<file path="src/rtl/tlc_pkg.sv">
// Shared types and constants for the traffic light controller: phase encoding,
// lamp one-hot patterns, default durations and the phase ordering helpers.
package tlc_pkg;

  typedef enum logic [2:0] {
    NS_GREEN  = 3'd0,
    NS_YELLOW = 3'd1,
    RED_A     = 3'd2,
    EW_GREEN  = 3'd3,
    EW_YELLOW = 3'd4,
    RED_B     = 3'd5
  } phase_t;

  // Lamp bits are {red, yellow, green}
  localparam logic [2:0] LAMP_RED = 3'b100;
  localparam logic [2:0] LAMP_YEL = 3'b010;
  localparam logic [2:0] LAMP_GRN = 3'b001;

  localparam int unsigned DEF_YELLOW_T  = 3;
  localparam int unsigned DEF_ALLRED_T  = 1;
  localparam int unsigned DEF_MIN_GREEN = 5;
  localparam int unsigned DEF_MAX_GREEN = 60;

  function automatic phase_t next_phase(input phase_t p);
    phase_t n;
    case (p)
      NS_GREEN:  n = NS_YELLOW;
      NS_YELLOW: n = RED_A;
      RED_A:     n = EW_GREEN;
      EW_GREEN:  n = EW_YELLOW;
      EW_YELLOW: n = RED_B;
      RED_B:     n = NS_GREEN;
      default:   n = RED_B;
    endcase
    return n;
  endfunction

  function automatic logic [2:0] ns_lamp(input phase_t p);
    logic [2:0] l;
    case (p)
      NS_GREEN:  l = LAMP_GRN;
      NS_YELLOW: l = LAMP_YEL;
      default:   l = LAMP_RED;
    endcase
    return l;
  endfunction

  function automatic logic [2:0] ew_lamp(input phase_t p);
    logic [2:0] l;
    case (p)
      EW_GREEN:  l = LAMP_GRN;
      EW_YELLOW: l = LAMP_YEL;
      default:   l = LAMP_RED;
    endcase
    return l;
  endfunction

  function automatic logic is_green(input phase_t p);
    return (p == NS_GREEN) || (p == EW_GREEN);
  endfunction

endpackage

</file>
<file path="src/rtl/green_clamp.sv">
// Combinational unsigned 8-bit clamp of a requested green duration into
// the [MIN_GREEN, MAX_GREEN] window.
module green_clamp
  import tlc_pkg::*;
#(
  parameter int unsigned MIN_GREEN = DEF_MIN_GREEN,
  parameter int unsigned MAX_GREEN = DEF_MAX_GREEN
) (
  input  logic [7:0] green_time,
  output logic [7:0] clamped
);

  localparam logic [7:0] LO = 8'(MIN_GREEN);
  localparam logic [7:0] HI = 8'(MAX_GREEN);

  always_comb begin
    clamped = green_time;
    if (green_time < LO) begin
      clamped = LO;
    end else if (green_time > HI) begin
      clamped = HI;
    end
  end

endmodule

</file>
<file path="src/rtl/light_sequencer.sv">
// Six-phase two-road intersection sequencer. Phase advance and countdown are
// gated by the 1 Hz tick enable; lamps are registered alongside the phase.
module light_sequencer
  import tlc_pkg::*;
#(
  parameter int unsigned YELLOW_T  = DEF_YELLOW_T,
  parameter int unsigned ALLRED_T  = DEF_ALLRED_T,
  parameter int unsigned MIN_GREEN = DEF_MIN_GREEN,
  parameter int unsigned MAX_GREEN = DEF_MAX_GREEN
) (
  input  logic       clk,
  input  logic       rst,
  input  logic       tick,
  input  logic       run,
  input  logic [7:0] ns_green_time,
  input  logic [7:0] ew_green_time,
  output logic [2:0] ns_light,
  output logic [2:0] ew_light,
  output logic [2:0] phase,
  output logic [7:0] remaining,
  output logic       sample
);

  localparam logic [7:0] YEL_LOAD = 8'(YELLOW_T);
  localparam logic [7:0] RED_LOAD = 8'(ALLRED_T);

  phase_t     phase_q;
  phase_t     phase_nxt;
  logic [7:0] remaining_q;
  logic [7:0] clamp_in;
  logic [7:0] clamp_out;
  logic [7:0] load_val;
  logic       step;
  logic       expire;
  logic       legal;

  green_clamp #(
    .MIN_GREEN(MIN_GREEN),
    .MAX_GREEN(MAX_GREEN)
  ) u_green_clamp (
    .green_time(clamp_in),
    .clamped   (clamp_out)
  );

  always_comb begin
    phase_nxt = next_phase(phase_q);
    clamp_in  = (phase_nxt == EW_GREEN) ? ew_green_time : ns_green_time;
    case (phase_nxt)
      NS_GREEN, EW_GREEN:   load_val = clamp_out;
      NS_YELLOW, EW_YELLOW: load_val = YEL_LOAD;
      default:              load_val = RED_LOAD;
    endcase
    step   = tick && run;
    expire = (remaining_q <= 8'd1);
    legal  = (phase_q <= RED_B);
  end

  // Lamps are registered from the next phase so they change on the same edge
  // as the phase register, matching a decode of the registered phase.
  always_ff @(posedge clk or posedge rst) begin
    if (rst) begin
      phase_q     <= RED_B;
      remaining_q <= RED_LOAD;
      ns_light    <= LAMP_RED;
      ew_light    <= LAMP_RED;
      sample      <= 1'b0;
    end else begin
      sample <= 1'b0;
      if (!legal) begin
        phase_q     <= RED_B;
        remaining_q <= RED_LOAD;
        ns_light    <= LAMP_RED;
        ew_light    <= LAMP_RED;
      end else if (step) begin
        if (expire) begin
          phase_q     <= phase_nxt;
          remaining_q <= load_val;
          ns_light    <= ns_lamp(phase_nxt);
          ew_light    <= ew_lamp(phase_nxt);
          sample      <= is_green(phase_nxt);
        end else begin
          remaining_q <= remaining_q - 8'd1;
        end
      end
    end
  end

  assign phase     = phase_q;
  assign remaining = remaining_q;

endmodule

</file>
<file path="config.mk">
export PLATFORM = sky130hd
export DESIGN_NAME = light_sequencer
export DESIGN_NICKNAME = d
export VERILOG_FILES = /design/src/rtl/tlc_pkg.sv /design/src/rtl/green_clamp.sv /design/src/rtl/light_sequencer.sv
export SDC_FILE = /design/constraint.sdc
export NUM_CORES = 1
export LEC_CHECK = 0
export CORE_MARGIN = 1.5
export CORE_UTILIZATION = 60
export DETAILED_ROUTE_END_ITERATION = 10
export DONT_BUFFER_PORTS = 1
export GPL_TIMING_DRIVEN = 0
export PLACE_DENSITY = 0.78
export SETUP_SLACK_MARGIN = 0.3
export SLEW_MARGIN = 10
export SYNTH_ARGS = -nofsm -noshare
export SYNTH_HDL_FRONTEND = slang
export SYNTH_SLANG_ARGS = --single-unit
</file>
<file path="constraint.sdc">
create_clock -name clk -period 4.08 [get_ports clk]
set_clock_uncertainty 0.2 [all_clocks]
set_input_delay 0.204 -clock clk [delete_from_list [all_inputs] [get_ports clk]]
set_output_delay 0.204 -clock clk [all_outputs]
set_load 0.005 [all_outputs]
</file>
==> results of run 1 <==
## metal layers
layer	vias to the layer above	routed length [µm]	part of all wire
li1	559	-	-
met1	567	1290	0.42
met2	47	1620	0.52
met3	6	150	0.048
met4	0	36	0.012
met5	-	0	0
## logic make-up after synthesis
| family | after synthesis |
|---|---|
| AO/OA/AOI/OAI | 39 |
| XOR/XNOR | 2 |
| adder cells (fa/ha/maj) | 2 |
| buffers and inverters | 11 |
| flip-flops | 18 |
| multiplexers | 6 |
| AND/OR/NAND/NOR | 69 |
## worst max path at each step
stage / to / slack [ps] / cells past startpoint
2_1_floorplan: ew_light[0] / 1790 / 7
3_3_place_gp: ew_light[0] / 1630 / 7
3_5_place_dp: ew_light[0] / 1620 / 7
4_1_cts: remaining[2] / 1430 / 8
5_1_grt: remaining[2] / 1270 / 8
6_report: remaining[2] / 1390 / 8
## area by class of cell
type / count / area (µm²) / share of cell area
buffer: 7 / 61.3 / 0.0441
clock buffer: 4 / 36.3 / 0.0261
inverter: 4 / 15.0 / 0.0108
multi-input combinational: 118 / 738 / 0.531
sequential: 18 / 457 / 0.328
tap: 27 / 33.8 / 0.0243
timing repair buffer: 5 / 50.0 / 0.0360
## registers in the layout (all words and copies together) (netlist names)
register and count:
ew_light 3, ns_light 3, phase 3, remaining 8, sample 1
## cells in the final DEF, fill, tap and decap left out, drive strengths merged, types with 2 or more instances in the layout
master	n
clkbuf	5
a21oi	14
or3	2
xor2	2
nor4	5
nand2	17
a211oi	4
dfstp	5
nor3	8
nor2	12
a31oi	2
nor3b	2
mux2i	4
nand4b	2
dfrtp	13
dlygate4sd3	5
or2	2
mux2	2
buf	6
a21o	2
nand3	11
ha	2
nand4	2
inv	4
o21ai	10
and2	2
## tightest hold or removal path, stage by stage
cell	delay [ps]
nor4_1	30
a21oi_1	140
nand2_1	70
o21ai_0	60
## per-stage QoR
stage | hold WS, ps | total power [mW] | util | instance area (µm²) | setup slack [ps]
after global routing | 58.1 | 0.919 | 0.702 | 1390 | 1270
after detailed placement | 38.2 | 0.727 | 0.658 | 1310 | 1620
after CTS | 20.0 | 0.853 | 0.702 | 1390 | 1430
final | 34.9 | 0.856 | 0.702 | 1390 | 1390
after global placement | 26.7 | 0.705 | 0.658 | 1310 | 1630
after floorplan | -61.1 | 0.642 | - | 1270 | 1790
## power breakdown
| group | switching [mW] | internal [mW] | total (mW) |
|---|---|---|---|
| clock network | 0.0616 | 0.0545 | 0.116 |
| logic | 0.201 | 0.174 | 0.375 |
| registers | 0.0995 | 0.266 | 0.365 |
| total | 0.363 | 0.494 | 0.856 |
==> results.md, run 1 <==
- Slowest cell delay on critical path: between 600 and 700 ps
- Row Count: 16
- Placed insts: between 150 and 200
- Crit share post-route: 0.660
- Post-synth ARST share: 1.00
- # diodes: 0
- Routed via count: about 1200
- Clock-pin slew on the worst setup and hold paths: around 110 ps
- R2R Path Start: remaining[0]
- Setup crit start kind: register
- Grt total ovfl: 0
- RSZ-0062 raised after global routing: false
- Critical Path RT: slightly above 4000 ps
- Syn nets: ~170
- Slew Limit Fails: 0
- # hold bufs at CTS: 5
- Fin nets: about 180
- Multiplexer share of the synthesized area: 0.0522
- Share of cells above drive strength 1: 0.173
- Max-Cap Viols: 0
- Hold Crit Endpoint: remaining[5]
- Fmax: 372 MHz
- Netlist cell types: 46
- Share of the synthesized area in the top cell type: 0.256
- FF-to-FF setup slack: around 1400 ps
- Compound-gate portion of the synthesized area: 0.187
- Post-synthesis simple-gate area fraction: 0.308
- Final Hold Vio Count: 0
- Worst reg2reg path depth: 8
- Port Buf Inserts: 0
- Critical-path top delay cell: dfstp_2
- Sequential-to-total area share from yosys stat: 0.359
- Core area: slightly below 2000 µm²
- Routed wire per std cell: between 15 and 20 µm
- H-tree level count: 1
- Gp weighted congestion: 0.827
- CTS tree: done
- Main combinational cell family by area after synthesis: simple AND/OR/NAND/NOR gates
- FILL cells: ~160
- Min-delay src: ns_green_time[5]
- Post-CTS Resized: 0
- Clock latency on the worst-skew pair: around 300 ps
- Buf+Inv Stages, Crit Path: 2
- Crit end category: register
- First-pass GRT wire length: between 5000 and 6000 µm
- Post-Synthesis Cell Area: 1270 µm²
- Number of remaining DRC errors: 0
- Leakage: 0.590 nW
- 1st-pass router iterations: 4
- M1 GR Usage: 0.325
- Cts bufs inserted: 3
- CTS Root Cell: clkbuf_4
- Clock Sinks: 18
- Met2 usage: 0.507
- Gr usage total: 0.281
- Largest net degree at the start of global routing: 19
- Top cells by area, synth: dfrtp_1 (26%), dfstp_2 (10%), a21oi_1 (5.1%), nand2_1 (5.0%), nand3_1 (4.3%)
- Final HPWL from detailed placement: between 2000 and 2500 µm
- Cell with the most instances after synthesis: nand2_1
- Die Area: between 2000 and 2500 µm²
- Slew margin rel.: 0.527
- Crit. Startpoint: remaining[0]
- Hold Path Depth: 4
- Mean Syn Cell Area: approximately 8.6 µm²
- DIE WIDTH: slightly below 50 µm
- WL final: about 3100 µm
- Vias in the first global route: about 1200
- Iteration-0 DRC Markers: 47
- GR Layer Usage met3: 0.0521
- Peak supply drop: about 0.36 mV
- Cell area power density: 616 nW/µm²
- Largest area contributor in the netlist: dfrtp_1
- Adder-cell share of the synthesized area: 0.0197
- Non-filler cells, final: 183
- Cell count after synthesis: about 150
- Critical path cell sequence: inv_1, ha_1, or2_4, nand3_1, a31oi_1, a311oi_1, a31o_2, dlygate4sd3_1
- Critical R2R Capture: remaining[2]
- Starting Density: 0.641
- Final ANT Viol Nets: 0
- CP top delay family: flip-flops
- Post-CTS setup buffer count: 0
- Arr. time, crit path: between 2000 and 3000 ps
- Post-synth EDFFs: 0
- Crit-path max FO: 6
- WS Path Type: reg -> reg
- Vias per cell: ~6.4
- Main flop type after synthesis: dfrtp_1
- Synth Register Bits: 18
- Clock Tree Buf Depth: 2
- Ports: 38
- P&R area growth vs syn: 9.45%
- Warnings from Yosys: 0
- Status: completed
- Post-route setup TNS: 0 ps
- Min cycle time layout: approximately 2700 ps
- Gr busiest metal: met2
- Die height: between 40 and 50 µm
- Worst-Margin Slew: just over 700 ps
- Post-synth top cells: nand2_1 (17), a21oi_1 (13), dfrtp_1 (13)
- Setup Viol. Count Final: 0
- Antenna violations before repair: 0
- Worst hold path type: in -> reg
- Synth Area in XOR/XNOR: 0.0138
Power figures use the tool's default switching activity.
==> inputs of run 2 (changes only) <==
==> constraint.sdc (replaced) <==
create_clock -name clk -period 2.7 [get_ports clk]
set_clock_uncertainty 0.2 [all_clocks]
set_input_delay 0.135 -clock clk [delete_from_list [all_inputs] [get_ports clk]]
set_output_delay 0.135 -clock clk [all_outputs]
set_load 0.005 [all_outputs]
==> run 2 against run 1 <==
Worst setup slack worse by 1100 ps; non-clock buffer count is 20 higher; die area stayed put; register-to-register slack worse by 1100 ps; sequential cell count stayed put; clock power is 52% higher; core utilization is 12 points higher; cell area is 17% higher.
==> results.md, run 2 (same netlist as run 1, synthesis figures left out) <==
- Status: completed
- Hold Crit Endpoint: remaining[0]
- Worst reg2reg path depth: 5
- Vias per cell: about 6.5
- Min cycle time layout: 2390 ps
- Routed wire per std cell: around 19 µm
- Slew margin rel.: 0.525
- First-pass GRT wire length: 6170 µm
- Gr usage total: 0.338
- Crit-path max FO: 7
- Most common cell after layout, fill and taps aside: dlygate4sd3_1
- Fin nets: ~200
- Internal power: roughly 800 µW
- Arr. time, crit path: ~2400 ps
- CTS Root Cell: clkbuf_4
- Non-filler cells, final: between 200 and 250
- Hold Path Depth: 4
- Part of the power in registers: 0.399
- Fmax: ~420 MHz
- Worst-Margin Slew: approximately 710 ps
- P_sw: 594 µW
- Vias in the first global route: around 1400
- Comb power frac: 0.474
- Clock-pin slew on the worst setup and hold paths: roughly 110 ps
- Met2 wire length: 1930 µm
- Final ANT Viol Nets: 0
- Final Hold Vio Count: 0
- P&R area growth vs syn: 27.8%
- Most frequent cells in the layout: dlygate4sd3_1 (20), nand2_1 (17), a21oi_1 (13), dfrtp_1 (13), nor2_1 (12)
- Post-route setup TNS: 0 ps
- Peak supply drop: 0.548 mV
- Multi-input gate area: ~780 µm²
- Port Buf Inserts: 0
- Grt total ovfl: 0
- Final HPWL from detailed placement: around 2300 µm
- Leakage: 0.688 nW
- Max-Cap Viols: 0
- Row Count: 16
- 1st-pass router iterations: 4
- Largest net degree at the start of global routing: 19
- DP Area: roughly 1300 µm²
- Post-route cell area: approximately 1600 µm²
- Share of cells above drive strength 1: 0.193
- Finished Core Util: 0.819
- Clock Tree Buf Depth: 2
- Overall Power: about 1.4 mW
- Cell area power density: between 800 and 900 nW/µm²
- RSZ-0062 raised after global routing: false
- # diodes: 0
- R2R Path Start: phase[0]
- Critical Path RT: about 2700 ps
- Placed insts: roughly 170
- Antenna violations before repair: 0
- Crit share post-route: 0.886
- Setup Viol. Count Final: 0
- Crit end category: register
- Setup crit start kind: register
- Die Area: 2400 µm²
- Number of remaining DRC errors: 0
- Clock latency on the worst-skew pair: about 300 ps
- Core area: roughly 2000 µm²
- WL final: 3850 µm
- Cts bufs inserted: 3
- Clock share of power: 0.126
- H-tree level count: 1
- Ports: 38
- Met3 WL post-DR: about 280 µm
- Die height: between 40 and 50 µm
- Starting Density: 0.641
- CTS tree: done
- Sequential standard cell area: 457 µm²
- Sw Ratio: 0.427
- Clock Sinks: 18
- Routed via count: 1316
- Slew Limit Fails: 0
- DIE WIDTH: roughly 49 µm
- FF-to-FF setup slack: ~310 ps
- Largest register FFs: 8
- Gp weighted congestion: roughly 0.83
- WS Path Type: reg -> reg
- Worst hold path type: in -> reg
- Min-delay src: ew_green_time[3]
- Iteration-0 DRC Markers: 52
- FILL cells: 120
- Critical R2R Capture: remaining[2]
- Highest Signal Layer: met4
- Crit. Startpoint: phase[0]
- WL met1: ~1500 µm
## run 2: what timing repair did
item,in CTS,in global routing
setup buffers,0,5
hold buffers,20,0
hold endpoints to repair,19,0
endpoints found under the setup margin,2,4
gates resized for setup,2,8
pin swaps,0,3
## run 2: worst max path at each step
stage	endpoint	slack, ps
after global placement	ew_light[0]	250
final	remaining[2]	310
after CTS	ew_light[0]	330
after floorplan	ew_light[0]	410
after detailed placement	ew_light[0]	240
after global routing	remaining[2]	290
## run 2: layer usage
metal / track usage / vias to the layer above
met2: 0.603 / 81
met3: 0.0552 / 23
met5: 0 / -
met1: 0.398 / 616
met4: 0.148 / 0
li1: - / 596
## run 2: layout make-up
class | instances | area share
Inverter | 4 | 0.00924
Sequential cell | 18 | 0.281
Timing Repair Buffer | 25 | 0.146
Tap cell | 27 | 0.0208
Buffer | 7 | 0.0416
Clock buffer | 4 | 0.0223
Multi-Input combinational cell | 118 | 0.478
## run 2: metrics by stage
step | worst slack (ps) | hold slack (ps)
2_1_floorplan | 413 | -130
3_3_place_gp | 248 | -42.3
3_5_place_dp | 245 | -30.8
4_1_cts | 325 | 13.7
5_1_grt | 287 | 81.2
6_report | 307 | 18.8
## run 2: power by group through the flow
| stage | clock network, mW | registers (mW) | logic [mW] |
|---|---|---|---|
| after floorplan | 0 | 0.520 | 0.450 |
| after global placement | 0 | 0.551 | 0.514 |
| after detailed placement | 0 | 0.555 | 0.543 |
| after CTS | 0.175 | 0.550 | 0.577 |
| after global routing | 0.187 | 0.570 | 0.725 |
| final | 0.176 | 0.556 | 0.660 |
## run 2: worst max-delay path, cell delays in order, from the launching register on
cell and delay (ps):
dfstp_2 570, buf_6 140, nor3b_4 70, or4bb_1 490, dlygate4sd3_1 590, a31o_2 230
==> inputs of run 3 (changes only) <==
--- a/config.mk
+++ b/config.mk
@@ -6,11 +6,11 @@
 export NUM_CORES = 1
 export LEC_CHECK = 0
 export CORE_MARGIN = 1.5
-export CORE_UTILIZATION = 60
+export CORE_UTILIZATION = 62
 export DETAILED_ROUTE_END_ITERATION = 10
 export DONT_BUFFER_PORTS = 1
 export GPL_TIMING_DRIVEN = 0
-export PLACE_DENSITY = 0.78
+export PLACE_DENSITY = 0.8
 export SETUP_SLACK_MARGIN = 0.3
 export SLEW_MARGIN = 10
 export SYNTH_ARGS = -nofsm -noshare
==> run 3 against run 2 <==
Clock-buffer cell count did not move; clock power barely moved; non-clock buffer count fell by 2; combinational power fell by 5.8%; core utilization rose by 0.66 points; register-to-register slack improved by 60 ps; critical path type unchanged; largest cell class unchanged; largest power group unchanged.
==> results.md, run 3 (same netlist as run 1, synthesis figures left out) <==
- Crit end category: register
- Routed wire per std cell: between 15 and 20 µm
- Leakage: 0.680 nW
- Starting Density: 0.655
- Status: completed
- H-tree level count: 1
- P&R area growth vs syn: 26.2%
- Vias per cell: just under 7
- Final HPWL from detailed placement: 2060 µm
- Worst-Margin Slew: 676 ps
- Cts bufs inserted: 3
- Share of cells above drive strength 1: 0.184
- Ports: 38
- CTS Root Cell: clkbuf_4
- Final Hold Vio Count: 0
- Peak supply drop: 0.645 mV
- Core area: just under 2000 µm²
- Non-filler cells, final: 201
- Clock-pin slew on the worst setup and hold paths: between 100 and 150 ps
- Cell area power density: roughly 840 nW/µm²
- Routed via count: approximately 1400
- Row Count: 16
- Overall Power: roughly 1.3 mW
- Critical Path RT: 2690 ps
- Number of remaining DRC errors: 0
- FF-to-FF setup slack: roughly 370 ps
- Largest net degree at the start of global routing: 19
- 1st-pass router iterations: 4
- Setup Viol. Count Final: 0
- Final ANT Viol Nets: 0
- Gp weighted congestion: just over 0.8
- Most frequent cells in the layout: dlygate4sd3_1 (21), nand2_1 (17), a21oi_1 (13), dfrtp_1 (13), nor2_1 (12)
- Largest register FFs: 8
- Post-route setup TNS: 0 ps
- Grt total ovfl: 0
- RSZ-0062 raised after global routing: false
- First-pass GRT wire length: between 5000 and 6000 µm
- Iteration-0 DRC Markers: between 70 and 80
- Worst hold path type: in -> reg
- Setup crit start kind: register
- Die height: a little under 50 µm
- CTS tree: done
- Crit share post-route: 0.863
- WL final: between 4000 and 5000 µm
- Vias in the first global route: 1270
- Clock Tree Buf Depth: 2
- DIE WIDTH: approximately 48 µm
- Clock Sinks: 18
- Slew margin rel.: 0.549
- Crit-path max FO: 7
- # diodes: 0
- Placed insts: 174
- Gr usage total: 0.359
- Arr. time, crit path: 2320 ps
- Fmax: approximately 430 MHz
- Fin nets: approximately 200
- Port Buf Inserts: 0
- Most common cell after layout, fill and taps aside: dlygate4sd3_1
- Min cycle time layout: roughly 2300 ps
- Max-Cap Viols: 0
- Die Area: between 2000 and 2500 µm²
- Clock latency on the worst-skew pair: roughly 300 ps
- Slew Limit Fails: 0
- Antenna violations before repair: 0
- WS Path Type: reg -> reg
==> run 3: per-layer routing <==
layer | routed length, µm | vias up | track usage
met1 | 1490 | 654 | 0.419
met5 | 0 | - | 0
li1 | - | 597 | -
met4 | 206 | 0 | 0.227
met3 | 370 | 26 | 0.0593
met2 | 1960 | 110 | 0.605
==> run 3: where the power goes <==
part           switching (mW)  total (mW)  internal (mW)
Clock                  0.0914       0.174         0.0823
Sequential              0.148       0.549          0.402
Combinational           0.341       0.622          0.282
==> run 3: layout make-up <==
type | instances | area [µm²]
fillers | 115 | 338
clock buffers | 4 | 36.3
flip-flops and latches | 18 | 457
repair buffers | 23 | 225
multi-input cells | 118 | 773
well taps | 27 | 33.8
plain buffers | 7 | 63.8
inverters | 4 | 15.0
==> run 3: path summary, 6_finish.rpt <==
path / startpoint / end / cells past startpoint
min in group asynchronous: rst / remaining[7] / 2
hold / removal: ew_green_time[3] / remaining[0] / 4
max in group asynchronous: rst / sample / 2
setup / recovery: remaining[0] / ew_light[0] / 7
setup reg to reg: remaining[0] / ew_light[0] / 7
hold reg to reg: ns_light[0] / ns_light[0] / 2
==> run 3: per-stage QoR <==
stage / utilization / worst slack [ps] / instance area (µm²) / hold WS [ps]
after CTS: 0.799 / 336 / 1550 / 2.76
final: 0.826 / 370 / 1600 / 20.7
after global routing: 0.826 / 308 / 1600 / 6.32
after detailed placement: 0.672 / 254 / 1310 / -29.3
after floorplan: - / 413 / 1270 / -130
after global placement: 0.672 / 263 / 1310 / -41.4
==> run 3: critical path: stages, from the launching register on <==
cell and delay [ps]:
dfstp_2 600, inv_1 80, ha_2 230, or2_4 280
and3_2 210, buf_6 140, a21oi_4 150, mux2_1 340
==> run 3: repair_timing <==
item	CTS	global route
pin swaps	0	2
gates resized for setup	2	6
endpoints found under the hold margin	19	1
hold buffers	20	1
gates cloned	0	0
setup endpoints to repair	1	4
buffers inserted	0	2
